File: config.mk
export PLATFORM = sky130hd
export DESIGN_NAME = md_unit
export DESIGN_NICKNAME = d
export VERILOG_FILES = /design/src/rtl/md_pkg.sv /design/src/rtl/md_div_step.sv /design/src/rtl/md_unit.sv
export SDC_FILE = /design/constraint.sdc
export NUM_CORES = 2
export LEC_CHECK = 0
export CAP_MARGIN = 20
export CORE_MARGIN = 10
export CORE_UTILIZATION = 45
export DETAILED_ROUTE_END_ITERATION = 12
export SLEW_MARGIN = 10
export SYNTH_ARGS = -nofsm -noshare
export SYNTH_HDL_FRONTEND = slang
export SYNTH_SLANG_ARGS = --single-unit
File: constraint.sdc
create_clock -name clk -period 25.4 [get_ports clk]
set_input_delay 3.81 -clock clk [delete_from_list [all_inputs] [get_ports clk]]
set_output_delay 3.81 -clock clk [all_outputs]
set_load 0.01 [all_outputs]
File: src/rtl/md_pkg.sv
// Shared definitions for the multiply/divide unit: op encodings, FSM states,
// divider sizing and divide-by-zero result constants.
package md_pkg;

  localparam int unsigned XLEN      = 32;
  localparam int unsigned DIV_ITERS = 32;
  localparam int unsigned CNT_W     = $clog2(DIV_ITERS + 1);

  localparam logic [XLEN-1:0] DIV0_QUO = 32'hFFFF_FFFF;

  typedef enum logic [2:0] {
    OP_NOP   = 3'b000,
    OP_MULT  = 3'b001,
    OP_MULTU = 3'b010,
    OP_DIV   = 3'b011,
    OP_DIVU  = 3'b100,
    OP_MTHI  = 3'b101,
    OP_MTLO  = 3'b110,
    OP_RSVD  = 3'b111
  } md_op_e;

  typedef enum logic [2:0] {
    S_IDLE = 3'd0,
    S_MUL1 = 3'd1,
    S_MUL2 = 3'd2,
    S_DIV  = 3'd3,
    S_DFIX = 3'd4
  } md_state_e;

  // Two's-complement negate when neg is set.
  function automatic logic [XLEN-1:0] neg_if(input logic [XLEN-1:0] x, input logic neg);
    return neg ? (~x + XLEN'(1)) : x;
  endfunction

endpackage

File: src/rtl/md_div_step.sv
// One restoring-division step: shift the next dividend bit into the
// remainder, subtract the divisor if it fits, and shift in a quotient bit.
module md_div_step
  import md_pkg::*;
(
  input  logic [XLEN-1:0] rem,
  input  logic [XLEN-1:0] quo,
  input  logic [XLEN-1:0] divisor,
  output logic [XLEN-1:0] rem_nx,
  output logic [XLEN-1:0] quo_nx
);

  logic [XLEN:0] shifted;
  logic [XLEN:0] diff;

  always_comb begin
    shifted = {rem, quo[XLEN-1]};
    diff    = shifted - {1'b0, divisor};
    if (diff[XLEN]) begin
      rem_nx = shifted[XLEN-1:0];
      quo_nx = {quo[XLEN-2:0], 1'b0};
    end else begin
      rem_nx = diff[XLEN-1:0];
      quo_nx = {quo[XLEN-2:0], 1'b1};
    end
  end

endmodule

File: src/rtl/md_unit.sv
// MIPS multiply/divide unit: HI/LO registers, 2-cycle multiplier and
// 32-iteration restoring divider with busy handshake to the hazard unit.
module md_unit
  import md_pkg::*;
(
  input  logic            clk,
  input  logic            rst_n,
  input  logic            md_start,
  input  logic [2:0]      md_op,
  input  logic            md_cancel,
  input  logic [XLEN-1:0] rs_val,
  input  logic [XLEN-1:0] rt_val,
  input  logic            rhl_sel,
  output logic [XLEN-1:0] rhl_out,
  output logic [XLEN-1:0] hi_out,
  output logic [XLEN-1:0] lo_out,
  output logic            md_busy
);

  md_state_e state, state_nx;
  md_op_e    op_c;
  logic      start_c;
  logic      is_signed_c;

  logic [XLEN-1:0]        hi_q, lo_q;
  logic                   busy_q;
  logic signed [XLEN:0]   mul_a, mul_b;
  logic [2*XLEN-1:0]      prod;
  logic [XLEN-1:0]        rem, quo, dvs;
  logic [XLEN-1:0]        rem_nx_c, quo_nx_c;
  logic [CNT_W-1:0]       cnt;
  logic                   q_neg, r_neg, div_zero;

  assign op_c        = md_op_e'(md_op);
  assign is_signed_c = (op_c == OP_MULT) || (op_c == OP_DIV);

  md_div_step u_div_step (
    .rem     (rem),
    .quo     (quo),
    .divisor (dvs),
    .rem_nx  (rem_nx_c),
    .quo_nx  (quo_nx_c)
  );

  always_ff @(posedge clk or negedge rst_n) begin
    if (!rst_n) state <= S_IDLE;
    else        state <= state_nx;
  end

  // Next-state logic; cancel from any busy state returns to IDLE.
  always_comb begin
    state_nx = state;
    start_c  = (state == S_IDLE) && md_start && !md_cancel;
    if (md_cancel && (state != S_IDLE)) begin
      state_nx = S_IDLE;
    end else begin
      case (state)
        S_IDLE: begin
          if (start_c) begin
            case (op_c)
              OP_MULT, OP_MULTU: state_nx = S_MUL1;
              OP_DIV, OP_DIVU:   state_nx = S_DIV;
              default:           state_nx = S_IDLE;
            endcase
          end
        end
        S_MUL1:  state_nx = S_MUL2;
        S_MUL2:  state_nx = S_IDLE;
        S_DIV:   if (cnt == CNT_W'(DIV_ITERS - 1)) state_nx = S_DFIX;
        S_DFIX:  state_nx = S_IDLE;
        default: state_nx = S_IDLE;
      endcase
    end
  end

  // Datapath; HI/LO only change on MTHI/MTLO or an uncancelled commit.
  always_ff @(posedge clk or negedge rst_n) begin
    if (!rst_n) begin
      hi_q     <= '0;
      lo_q     <= '0;
      busy_q   <= 1'b0;
      mul_a    <= '0;
      mul_b    <= '0;
      prod     <= '0;
      rem      <= '0;
      quo      <= '0;
      dvs      <= '0;
      cnt      <= '0;
      q_neg    <= 1'b0;
      r_neg    <= 1'b0;
      div_zero <= 1'b0;
    end else begin
      busy_q <= (state_nx != S_IDLE);
      case (state)
        S_IDLE: begin
          if (start_c) begin
            case (op_c)
              OP_MULT, OP_MULTU: begin
                mul_a <= {is_signed_c & rs_val[XLEN-1], rs_val};
                mul_b <= {is_signed_c & rt_val[XLEN-1], rt_val};
              end
              OP_DIV, OP_DIVU: begin
                rem      <= '0;
                quo      <= neg_if(rs_val, is_signed_c & rs_val[XLEN-1]);
                dvs      <= neg_if(rt_val, is_signed_c & rt_val[XLEN-1]);
                cnt      <= '0;
                q_neg    <= is_signed_c & (rs_val[XLEN-1] ^ rt_val[XLEN-1]);
                r_neg    <= is_signed_c & rs_val[XLEN-1];
                div_zero <= (rt_val == '0);
              end
              OP_MTHI: hi_q <= rs_val;
              OP_MTLO: lo_q <= rs_val;
              default: ;
            endcase
          end
        end
        S_MUL1: prod <= 64'(mul_a) * 64'(mul_b);
        S_MUL2: begin
          if (!md_cancel) begin
            hi_q <= prod[2*XLEN-1:XLEN];
            lo_q <= prod[XLEN-1:0];
          end
        end
        S_DIV: begin
          rem <= rem_nx_c;
          quo <= quo_nx_c;
          cnt <= cnt + CNT_W'(1);
        end
        S_DFIX: begin
          // Divide by zero leaves |rs| in the remainder, so the sign fix restores rs.
          if (!md_cancel) begin
            hi_q <= neg_if(rem, r_neg);
            lo_q <= div_zero ? DIV0_QUO : neg_if(quo, q_neg);
          end
        end
        default: ;
      endcase
    end
  end

  assign hi_out  = hi_q;
  assign lo_out  = lo_q;
  assign md_busy = busy_q;
  assign rhl_out = rhl_sel ? hi_q : lo_q;

endmodule

Word level (Yosys, flattened, before mapping):

Cells that the tools add are included.
Widths: inputs -> output; s select.

* reduce and logical (&&, ||, !) cells: 18
* add/subtract/negate cells: 6
* equal/unequal tests: 17
* bitwise logic cells: 8
* mux-type cells: 32
* multiply operators: 1

Operators by type and width (count)
* $mux 32: 19
* $pmux 32 s3: 2
* $add 32x1->32 const B: 4
* $not 32->32: 4
* $pmux 32 s2: 2
* $mul 33x33->64: 1
* $sub 33x32->33: 1
* $logic_not 32->1: 1
* $eq 3x2->1 const B: 4
* $eq 3x3->1 const B: 4
* $mux 6: 2
* $pmux 6 s2: 1
* $reduce_and 5->1: 2
* $mux 3: 3
* $pmux 3 s3: 1
* $reduce_and 3->1: 3
* $reduce_bool 3->1: 3
* $add 6x1->6 const B: 1
* $eq 3x1->1 const B: 2
* $eq 6x5->1 const B: 1
* $ne 2x1->1 const B: 3
* $ne 2x2->1 const B: 3
* $pmux 2 s2: 1
* $reduce_or 2->1: 2
* 8 further kinds: 12

* logic and storage cells: 96
* input port bits: 72
* output and inout port bits: 97
* flip-flop bits (word level): 303

Longest topological paths before layout:

* depth in word-level cells: 7
* depth in mapped cells: 29
* mapped depth without buffers: 27

Modules after synthesis:

Synthesis repeated with hierarchy kept, for this count alone.

* cell total of the unflattened synthesis: 6107
* area, all modules: 56086.3 um^2

By module, submodules not included
* md_unit: area each 53495.1 um^2, times used 1, cells each 5771, sequential area each 7582.3 um^2
* md_div_step: area each 2591.2 um^2, times used 1, cells each 336, sequential area each 0.0 um^2

Worst setup path before layout:

OpenSTA, ideal clock, no wires.

* kind: input -> output
* start point: in rhl_sel
* end point: out rhl_out[10]
* stages on the path: 3
* required time: 21.590 ns
* slack: 16.866 ns
* path buffers: 2
* data arrival time: 4.724 ns
* path through: clkbuf_1 > buf_1 > mux2_2

* cells in the longest elaborated chain, start to end: 1

RTL lines
* start, declared: line md_unit.sv:13 `input logic rhl_sel,`
* $mux 32: line md_unit.sv:144 `assign rhl_out = rhl_sel ? hi_q : lo_q;`
* end, declared: line md_unit.sv:14 `output logic [XLEN-1:0] rhl_out,`

No other way between the ends.

Worst setup path after layout:

* start point: in rhl_sel
* end point: out rhl_out[19]

The elaborated chain is that of the path after synthesis.

==> reports/qor.txt <==
LOGIC SYNTHESIS
-----------------------------------------------------------------------------------------
Register bit count reported by yosys .......................................          303
Largest area contributor in the synthesized netlist ........................ sky130_fd_sc_hd__fa_1
Area contributors post-synth ............................................... sky130_fd_sc_hd__fa_1 41%, sky130_fd_sc_hd__dfrtp_1 14%, sky130_fd_sc_hd__inv_1 7.7%
Yosys cell types ...........................................................           79
EDFF count, synth ..........................................................            0
Mapped Nets ................................................................         7439
Sequential area share after synthesis ......................................       13.68%
Proportion of register bits with asynchronous set or reset after synthesis .       100.0%
Cell area after synthesis ..................................................    55440 um2
Most frequently used flop master after synthesis ........................... sky130_fd_sc_hd__dfrtp_1
Average cell area after synthesis ..........................................    9.252 um2
Portion of synthesized cell area occupied by the leading cell type .........       40.66%
Yosys warns ................................................................            0
Gate Count Post-Synth ......................................................         5992

CLOCK NETWORK
-----------------------------------------------------------------------------------------
Number of post-CTS setup repair buffers ....................................            0
Clock tree buffer depth ....................................................            3
Clock-pin slew on the worst setup and hold paths ...........................      0.06 ns
Num CTS Buffers ............................................................           37
Clk_lat worst skew .........................................................      0.53 ns
Clock tree from TritonCTS ..................................................        built
H-Tree Depth ...............................................................            2
PostCTS Resize Cnt .........................................................            0
Clock Root Buffer .......................................................... sky130_fd_sc_hd__clkbuf_16
Clock sink total ...........................................................          303
Number of buffers added to fix hold violations after cts ...................            0

MIN PATH
-----------------------------------------------------------------------------------------
Worst hold path startpoint .................................................     prod[53]
Worst hold path type ....................................................... register to register
Hold path depth ............................................................            1
Hold Path Sink .............................................................     prod[53]

TIMING
-----------------------------------------------------------------------------------------
Final number of hold-violating endpoints ...................................            0
Final sum of negative setup slack ..........................................         0 ns
Endpoints failing setup ....................................................            0
Setup repair after global routing missed its margin ........................        false
Period utilisation layout ..................................................       36.15%
Number of pins exceeding their max-slew limit in the final report ..........            0
Highest Clock Rate .........................................................    108.9 MHz
Period minus WS final ......................................................     9.181 ns
Slew at the pin with the worst max-slew slack ..............................     1.136 ns
Relative max-transition margin .............................................       24.26%
Largest clock skew in the final design .....................................   0.01435 ns

FLOORPLANNING
-----------------------------------------------------------------------------------------
Top-level I/O count ........................................................          169
Placeable Area .............................................................   122000 um2
Die extent in y ............................................................     371.0 um
Area enclosed by the die boundary ..........................................   137600 um2
Row count ..................................................................          128
Starting Density ...........................................................       45.43%
Die Wd .....................................................................     371.0 um

STATUS
-----------------------------------------------------------------------------------------
Result of the run .......................................................... complete, no violations

WORST SETUP PATH
-----------------------------------------------------------------------------------------
Kind of end point of the critical path ..................................... primary output
Startpoint class of the critical path ......................................    input pin
Number of cells on the worst reg-to-reg path ...............................           25
Setup slack of the worst register-to-register path .........................     16.30 ns
Terminus of the critical flop-to-flop path .................................     prod[61]
CP arrival .................................................................      5.37 ns
CP Class ................................................................... input pin to primary output
Highest net fanout along the worst path ....................................           32
Startpoint of the worst register-to-register path ..........................    mul_a[32]
Crit path required time ....................................................     21.59 ns

ROUTE
-----------------------------------------------------------------------------------------
Average wire per standard cell .............................................     21.65 um
Mean number of vias per cell ...............................................        5.440
Via total after detailed routing ...........................................        41300
Final wirelength ...........................................................     164.4 mm
Residual antenna-violating net count after detailed routing ................            0
1st-iter DRT viols .........................................................         2998
Post-route DRC .............................................................            0
Number of search-and-repair iterations in the first detailed-routing pass ..            5

PLACE
-----------------------------------------------------------------------------------------
Detailed Place HPWL ........................................................     127.2 mm
Quantity of I/O buffers inserted on ports ..................................          168
Final RePlAce weighted congestion ..........................................       0.9311

GLOBAL ROUTE
-----------------------------------------------------------------------------------------
Antenna violations before repair ...........................................            6
First-pass GRT wire length .................................................     260.3 mm
Vias in the first global route .............................................        43730
Largest net degree at the start of global routing ..........................           96
Final global-route overflow total ..........................................            0
Total track usage ..........................................................       24.20%

LAYOUT
-----------------------------------------------------------------------------------------
Most common cell after layout, fill and taps aside ......................... sky130_fd_sc_hd__inv_1
Highest-count cells in the layout ignoring fill and taps ................... 1138 x sky130_fd_sc_hd__inv_1, 1126 x sky130_fd_sc_hd__fa_1, 799 x sky130_fd_sc_hd__nand2_1, 546 x sky130_fd_sc_hd__and2_1, 289 x sky130_fd_sc_hd__dfrtp_1
Final net count ............................................................         7385
Ratio of cells with drive above 1 in the final layout ......................       4.948%
Relative area change from synthesis to final layout ........................       7.798%

JOB
-----------------------------------------------------------------------------------------
Number of maximum-capacitance constraint violations ........................            0

==> how the worst max path moves through the flow <==
stage | slack, ns | start | endpoint | depth (start not counted)
after CTS | 16.22 | rhl_sel | rhl_out[19] | 3
after global placement | 16.26 | rhl_sel | rhl_out[19] | 3
after global routing | 15.74 | mul_a[32] | prod[60] | 25
final | 16.22 | rhl_sel | rhl_out[19] | 3
after detailed placement | 16.23 | rhl_sel | rhl_out[19] | 3
after floorplan | 16.87 | rhl_sel | rhl_out[10] | 3
==> registers in the layout, indices dropped and copies added, names as in the netlist <==
name / flops
prod: 64
mul_a: 33
mul_b: 33
dvs: 32
hi_out: 32
lo_out: 32
quo: 32
rem: 32
cnt: 6
state: 3
div_zero: 1
md_busy: 1
q_neg: 1
r_neg: 1
==> layout make-up <==
type                            count  area (um2)
Fill cell                       11640       62280
Timing Repair Buffer              247        2300
Multi-Input combinational cell   4211       42330
Antenna cell                        6       15.01
Inverter                         1138        4272
Clock buffer                       50        1065
Clock inverter                     13       150.1
Sequential cell                   303        7600
Tap cell                         1625        2033
==> cells in the mapped netlist (all sizes together), types with 36 or more instances <==
cell type / n
inv: 1138
clkbuf: 316
mux2: 100
a221oi: 68
a21o: 58
nand2: 800
nor2b: 36
nor2: 148
xnor2: 108
o21ai: 287
and2: 546
ha: 249
nor3: 36
xor2: 108
dfrtp: 303
nand3: 52
fa: 1126
a21oi: 143
o31ai: 36
==> cells by family (layout without fill, tap and decap cells) <==
kind of cell / Yosys count / in the layout / share of synthesized area (%)
adder cells (fa/ha/maj): 1375 / 1375 / 46.28
other: 0 / 6 / 0
AND/OR/NAND/NOR: 1755 / 1755 / 15.52
buffers and inverters: 1478 / 1448 / 10.08
flip-flops: 303 / 303 / 13.68
XOR/XNOR: 216 / 216 / 3.413
AO/OA/AOI/OAI: 735 / 735 / 8.459
multiplexers: 130 / 130 / 2.573
==> routing by layer <==
layer | GRT usage [%] | up-vias | routed length (um)
met5 | 0 | - | 0
met4 | 6.421 | 0 | 5243
met3 | 2.597 | 223 | 9729
li1 | - | 18230 | -
met2 | 40.15 | 1264 | 77700
met1 | 33.64 | 21590 | 71730
==> per-stage QoR <==
stage               utilization, %  setup WS, ns  hold slack, ns  std cells  instance area, um2
floorplan                        -         16.87          0.4387       5992               55440
global placement             47.93         16.26          0.4583       7522               58490
CTS                          48.92         16.22          0.4820       7585               59700
global route                 48.96         15.74          0.5050       7587               59740
detailed placement           47.93         16.23          0.4615       7522               58490
finish                       48.97         16.22          0.4789       7593               59760
==> critical path, cell delays in order <==
cell and delay (ns):
sky130_fd_sc_hd__buf_2 0.61, sky130_fd_sc_hd__mux2_2 0.42, sky130_fd_sc_hd__clkdlybuf4s50_1 0.48
Power is left out: the tool's default activity adds up to more than one toggle a clock period on the data nets, which glitch-free logic cannot reach.
